## config.mk

```make
export PLATFORM = sky130hd
export DESIGN_NAME = data_mem_arbiter
export DESIGN_NICKNAME = d
export VERILOG_FILES = /design/src/rtl/data_mem_arbiter_pkg.sv /design/src/rtl/data_mem_arbiter_ram16x4.sv /design/src/rtl/data_mem_arbiter.sv
export SDC_FILE = /design/constraint.sdc
export NUM_CORES = 1
export LEC_CHECK = 0
export BUFFER_PORTS_ARGS = -buffer_cell sky130_fd_sc_hd__buf_4
export CORE_MARGIN = 2
export CORE_UTILIZATION = 53
export DETAILED_ROUTE_END_ITERATION = 10
export PLACE_DENSITY = 0.85
export SETUP_SLACK_MARGIN = 0.05
export SYNTH_ARGS = -nofsm -noshare
export SYNTH_HDL_FRONTEND = slang
export SYNTH_SLANG_ARGS = --single-unit
```

## constraint.sdc

```tcl
create_clock -name clk -period 2.3 [get_ports clk]
set_clock_uncertainty 0.05 [all_clocks]
set_input_delay 0.115 -clock clk [delete_from_list [all_inputs] [get_ports clk]]
set_output_delay 0.115 -clock clk [all_outputs]
set_load 0.005 [all_outputs]
```

## src/rtl/data_mem_arbiter_pkg.sv

```systemverilog
// Shared encodings for the data-RAM arbiter: FSM states, requester IDs and default sizes.
// Optional round-robin arbitration is selected elsewhere by DATA_MEM_ARB_RR_EN.
package data_mem_arbiter_pkg;

  localparam int DEF_AW = 4;
  localparam int DEF_DW = 4;

  typedef enum logic [1:0] {
    ST_IDLE = 2'd0,
    ST_BUSY = 2'd1,
    ST_DONE = 2'd2
  } state_t;

  typedef enum logic {
    PORT_C = 1'b0,
    PORT_H = 1'b1
  } port_t;

endpackage

```

## src/rtl/data_mem_arbiter_ram16x4.sv

```systemverilog
// Register-file storage for the arbitrated data RAM: sync write, async read,
// async clear on reset, plus a second read port feeding the debug mirror.
module data_mem_arbiter_ram16x4
  import data_mem_arbiter_pkg::*;
#(
  parameter int AW = DEF_AW,
  parameter int DW = DEF_DW
) (
  input  logic          clk,
  input  logic          reset,
  input  logic          we,
  input  logic [AW-1:0] addr,
  input  logic [DW-1:0] wdata,
  output logic [DW-1:0] rdata,
  input  logic [AW-1:0] dbg_addr,
  output logic [DW-1:0] dbg_rdata
);

  localparam int DEPTH = 1 << AW;

  logic [DEPTH-1:0][DW-1:0] mem;

  // One flop word per address so the whole array clears with reset.
  generate
    for (genvar gi = 0; gi < DEPTH; gi++) begin : g_word
      logic [DW-1:0] word_q;
      logic [DW-1:0] word_d;

      always_comb begin
        word_d = word_q;
        if (we && (addr == AW'(gi))) word_d = wdata;
      end

      always_ff @(posedge clk or posedge reset) begin
        if (reset) word_q <= '0;
        else       word_q <= word_d;
      end

      assign mem[gi] = word_q;
    end
  endgenerate

  assign rdata     = mem[addr];
  assign dbg_rdata = mem[dbg_addr];

endmodule

```

## src/rtl/data_mem_arbiter.sv

```systemverilog
// Arbitrates the shared data RAM between CPU (C) and host (H): IDLE->BUSY->DONE per op.
// Define DATA_MEM_ARB_RR_EN for round-robin; default is CPU priority with host starvation guard.
module data_mem_arbiter
  import data_mem_arbiter_pkg::*;
#(
  parameter int AW           = DEF_AW,
  parameter int DW           = DEF_DW,
  parameter int STARVE_LIMIT = 3,
  parameter int DBG_ADDR     = 3
) (
  input  logic          clk,
  input  logic          reset,
  input  logic          c_req,
  input  logic          c_we,
  input  logic [AW-1:0] c_addr,
  input  logic [DW-1:0] c_wdata,
  output logic          c_gnt,
  output logic          c_ack,
  output logic [DW-1:0] c_rdata,
  input  logic          h_req,
  input  logic          h_we,
  input  logic [AW-1:0] h_addr,
  input  logic [DW-1:0] h_wdata,
  output logic          h_gnt,
  output logic          h_ack,
  output logic [DW-1:0] h_rdata,
  output logic          busy,
  output logic [DW-1:0] dbg_data
);

  state_t        state_q, state_d;
  port_t         win_q, win_d;
  logic          we_q, we_d;
  logic [AW-1:0] addr_q, addr_d;
  logic [DW-1:0] wdata_q, wdata_d;
  logic          c_gnt_q, c_gnt_d, h_gnt_q, h_gnt_d;
  logic          c_ack_q, c_ack_d, h_ack_q, h_ack_d;
  logic [DW-1:0] c_rdata_q, c_rdata_d, h_rdata_q, h_rdata_d;
  logic          ram_we;
  logic [DW-1:0] ram_rdata;
  logic          h_wins;

`ifdef DATA_MEM_ARB_RR_EN
  port_t last_q, last_d;

  // On contention the port that was not served last wins.
  assign h_wins = h_req && (!c_req || (last_q == PORT_C));
`else
  localparam int SW = (STARVE_LIMIT < 1) ? 1 : $clog2(STARVE_LIMIT + 1);
  localparam logic [SW-1:0] STARVE_MAX = SW'(STARVE_LIMIT);

  logic [SW-1:0] starve_q, starve_d;

  assign h_wins = h_req && (!c_req || (starve_q == STARVE_MAX));
`endif

  always_comb begin
    state_d   = state_q;
    win_d     = win_q;
    we_d      = we_q;
    addr_d    = addr_q;
    wdata_d   = wdata_q;
    c_gnt_d   = 1'b0;
    h_gnt_d   = 1'b0;
    c_ack_d   = 1'b0;
    h_ack_d   = 1'b0;
    c_rdata_d = c_rdata_q;
    h_rdata_d = h_rdata_q;
    ram_we    = 1'b0;
`ifdef DATA_MEM_ARB_RR_EN
    last_d    = last_q;
`else
    starve_d  = starve_q;
`endif

    case (state_q)
      ST_IDLE: begin
        if (c_req || h_req) begin
          win_d   = h_wins ? PORT_H : PORT_C;
          we_d    = h_wins ? h_we : c_we;
          addr_d  = h_wins ? h_addr : c_addr;
          wdata_d = h_wins ? h_wdata : c_wdata;
          c_gnt_d = !h_wins;
          h_gnt_d = h_wins;
          state_d = ST_BUSY;
`ifdef DATA_MEM_ARB_RR_EN
          last_d  = h_wins ? PORT_H : PORT_C;
`else
          if (h_wins || !h_req)         starve_d = '0;
          else if (starve_q != STARVE_MAX) starve_d = starve_q + 1'b1;
`endif
        end
      end
      ST_BUSY: begin
        ram_we = we_q;
        if (!we_q) begin
          if (win_q == PORT_H) h_rdata_d = ram_rdata;
          else                 c_rdata_d = ram_rdata;
        end
        state_d = ST_DONE;
      end
      ST_DONE: begin
        c_ack_d = (win_q == PORT_C);
        h_ack_d = (win_q == PORT_H);
        state_d = ST_IDLE;
      end
      default: state_d = ST_IDLE;
    endcase
  end

  always_ff @(posedge clk or posedge reset) begin
    if (reset) begin
      state_q   <= ST_IDLE;
      win_q     <= PORT_C;
      we_q      <= 1'b0;
      addr_q    <= '0;
      wdata_q   <= '0;
      c_gnt_q   <= 1'b0;
      h_gnt_q   <= 1'b0;
      c_ack_q   <= 1'b0;
      h_ack_q   <= 1'b0;
      c_rdata_q <= '0;
      h_rdata_q <= '0;
`ifdef DATA_MEM_ARB_RR_EN
      last_q    <= PORT_H;
`else
      starve_q  <= '0;
`endif
    end else begin
      state_q   <= state_d;
      win_q     <= win_d;
      we_q      <= we_d;
      addr_q    <= addr_d;
      wdata_q   <= wdata_d;
      c_gnt_q   <= c_gnt_d;
      h_gnt_q   <= h_gnt_d;
      c_ack_q   <= c_ack_d;
      h_ack_q   <= h_ack_d;
      c_rdata_q <= c_rdata_d;
      h_rdata_q <= h_rdata_d;
`ifdef DATA_MEM_ARB_RR_EN
      last_q    <= last_d;
`else
      starve_q  <= starve_d;
`endif
    end
  end

  data_mem_arbiter_ram16x4 #(
    .AW(AW),
    .DW(DW)
  ) u_ram (
    .clk      (clk),
    .reset    (reset),
    .we       (ram_we),
    .addr     (addr_q),
    .wdata    (wdata_q),
    .rdata    (ram_rdata),
    .dbg_addr (AW'(DBG_ADDR)),
    .dbg_rdata(dbg_data)
  );

  assign c_gnt   = c_gnt_q;
  assign h_gnt   = h_gnt_q;
  assign c_ack   = c_ack_q;
  assign h_ack   = h_ack_q;
  assign c_rdata = c_rdata_q;
  assign h_rdata = h_rdata_q;
  assign busy    = (state_q != ST_IDLE);

endmodule

```

==> impl_metrics.tcl <==
set metrics [dict create \
    clkSinkCount 90 \
    syn_to_final_growth_pct 17.5 \
    clkPwrFrac 0.180 \
    switching_share 0.357 \
    finalSetupViolations 0 \
    path_clk_slew_ps 80 \
    viasPerCell 5.70 \
    cp-start-kind "flip-flop" \
    crit_start "addr_q[1]$_DFFE_PP0P_" \
    yosysWarnings 0 \
    crit_path_end "u_ram.g_word[13].word_q[1]$_DFFE_PP0P_" \
    synth.avg_cell_area_um2 13.2 \
    finalHoldViolations 0 \
    root_buffer "clkbuf_8" \
    synth_area_leaders "dfrtp_1, mux2_2, mux2i_1" \
    reg2reg_to "u_ram.g_word[13].word_q[1]$_DFFE_PP0P_" \
    crit_fanout 13 \
    rsz0062_at_grt "no" \
    async_reset_ff_frac 1.00 \
    power_frac_seq 0.492 \
    maxSlewHeadroom 0.278 \
    period_share 0.893 \
    cp.arrival_ps 2250 \
    synth_edf_count 0 \
    synth_seq_cells 90 \
    grt_pass1_vias 2859 \
    die_area_um2 8570 \
    outcome "complete, no violations" \
    core-area_um2 7650 \
    end_kind "flip-flop" \
    power_mw 5.84 \
    ant_nets 0 \
    synth_cell_types 28 \
    drive_gt1_frac 0.391 \
    irDropWorstVdd_uv 601 \
    postSynthCellCount 315 \
    grt_max_degree 47 \
    critPathKind "flip-flop to flip-flop" \
    port_buffers 38 \
    maxSlewViolCount 0 \
    multi_input_area_um2 1810 \
    ys_seq_area_frac 0.542 \
    num-fill-cells 558 \
    ctsLongestPathBuffers 2 \
    dp_hpwl_mm 5.94 \
    ys.flop_type "dfrtp_1" \
    gp_congestion 0.871 \
    regToRegStartpoint "addr_q[1]$_DFFE_PP0P_" \
    reg2reg_depth 3 \
    drc 0 \
    fin_crit_ps 2050 \
    cts_tree "built" \
    power_density_nw_per_um2 1190 \
    htree_levels 3 \
    combPwrFrac 0.328 \
    nNetsFinal 391 \
    p_leak_nw 2.38 \
    p_switching_mw 2.08 \
    hold_path.class "primary input to flip-flop" \
    seqCellArea_um2 2250 \
    antenna_found_initial 0 \
    yosysMostFrequentCell "dfrtp_1" \
    fmax_mhz 487 \
    initial_core_util 0.544 \
    tightest_slew_ps 1080 \
    maxCapViolCount 0 \
    grt_use_total 0.219 \
    antenna_cells 0 \
    synth_common_cells "dfrtp_1, mux2_2, nand2_1" \
    intPower_mw 3.76 \
    grt-ovfl-total 0 \
    die_w_um 92.6 \
    cp.required_ps 2500 \
    rows 32 \
    cts_made_buffers 9 \
    syn-cell-area_um2 4160 \
    yosys.area.top_type "dfrtp_1" \
    holdWs_ps 21.8 \
    vias 2709 \
    synth_fp_nets 338 \
    synth.top_cell.area_share 0.542 \
    boundaryPins 39 \
    die_y_um 92.6 \
    clk_latency_ps 360 \
    grt_pass1_wl_mm 14.2 \
    wl_per_cell_um 17.9 \
    drt-initial-drc-count 177 \
    reg2reg_slack_ps 250 \
    first_pass_iters 4 \
    fin_tns_setup_ps 0 \
    wirelength_mm 8.51 \
]
## registers in the layout (all words and copies together), names as in the netlist
name                 flops
state_q                  2
c_gnt                    1
c_ack                    1
wdata_q                  4
h_ack                    1
starve_q                 2
we_q                     1
u_ram.g_word.word_q     64
win_q                    1
c_rdata                  4
h_rdata                  4
addr_q                   4
h_gnt                    1
## power by group through the flow
stage	sequential [mW]	combinational (mW)	clock, mW
after floorplan	2.49	1.63	0
after global placement	2.85	1.83	0
after detailed placement	2.89	1.90	0
after CTS	2.87	1.93	1.07
after global routing	2.97	2.11	1.14
final	2.87	1.91	1.05
## final cells by class
type,instances,area share
clock buffer,9,0.0254
clock inverter,7,0.0143
inverter,5,0.00461
multi-input combinational,204,0.370
sequential,90,0.461
tap,102,0.0261
timing repair buffer,58,0.0988
## cell usage in the layout (no fill, tap or decap), types with 6 or more instances in the layout
cell type,synthesis,routed
dlygate4sd3_1,0,14
nor2_1,12,12
dfrtp_1,90,89
a22oi_1,16,16
o21ai_0,12,11
clkbuf_8,0,9
nor2b_1,6,6
mux4_2,8,8
nand3_1,11,11
mux2i_1,25,25
mux2_2,68,68
buf_4,4,43
nand2_1,27,27
## cells by family after synthesis
group           after synthesis  share of synthesized area
mux                         101                      0.288
buf+inv                      21                     0.0238
fa+ha+maj                     1                    0.00301
simple gates                 73                     0.0984
flops                        90                      0.542
compound gates               29                     0.0452
## what timing repair did
item                                   CTS  global route
endpoints found under the hold margin   32             0
resized for setup                        0             1
setup endpoints to repair                0            16
buffers inserted                         0             0
hold buffers                            14             0
## metrics by stage
| stage | instances | utilization | instance area (µm²) | worst slack (ps) |
|---|---|---|---|---|
| global route | 475 | 0.639 | 4890 | 71.0 |
| floorplan | 315 | - | 4160 | 536 |
| CTS | 475 | 0.639 | 4880 | 123 |
| finish | 475 | 0.639 | 4890 | 245 |
| global placement | 445 | 0.595 | 4550 | 148 |
| detailed placement | 445 | 0.595 | 4550 | 161 |
## routing by layer
layer / track usage / wire length [µm]
met1: 0.282 / 3700
met2: 0.356 / 4230
met3: 0.0529 / 391
met4: 0.0896 / 180
met5: 0 / 0
## worst min-delay path by stage
| stage | slack [ps] | endpoint | cells after the start | startpoint |
|---|---|---|---|---|
| 2_1_floorplan | 230 | starve_q[0]$_DFFE_PP0P_ | 2 | h_req |
| 4_1_cts | 8 | addr_q[0]$_DFFE_PP0P_ | 3 | h_addr[0] |
| 5_1_grt | 30 | wdata_q[2]$_DFFE_PP0P_ | 3 | h_wdata[2] |
| 3_5_place_dp | 160 | u_ram.g_word[14].word_q[1]$_DFFE_PP0P_ | 2 | reset |
| 3_3_place_gp | 150 | u_ram.g_word[14].word_q[1]$_DFFE_PP0P_ | 2 | reset |
| 6_report | 20 | wdata_q[2]$_DFFE_PP0P_ | 3 | h_wdata[2] |
## worst max-delay path, stage by stage, from the launching register on
cell	delay, ps
dfrtp_1	600
nor3b_1	610
nand3_1	310
mux2_2	370
No activity file was read; power rests on OpenSTA's default activity.
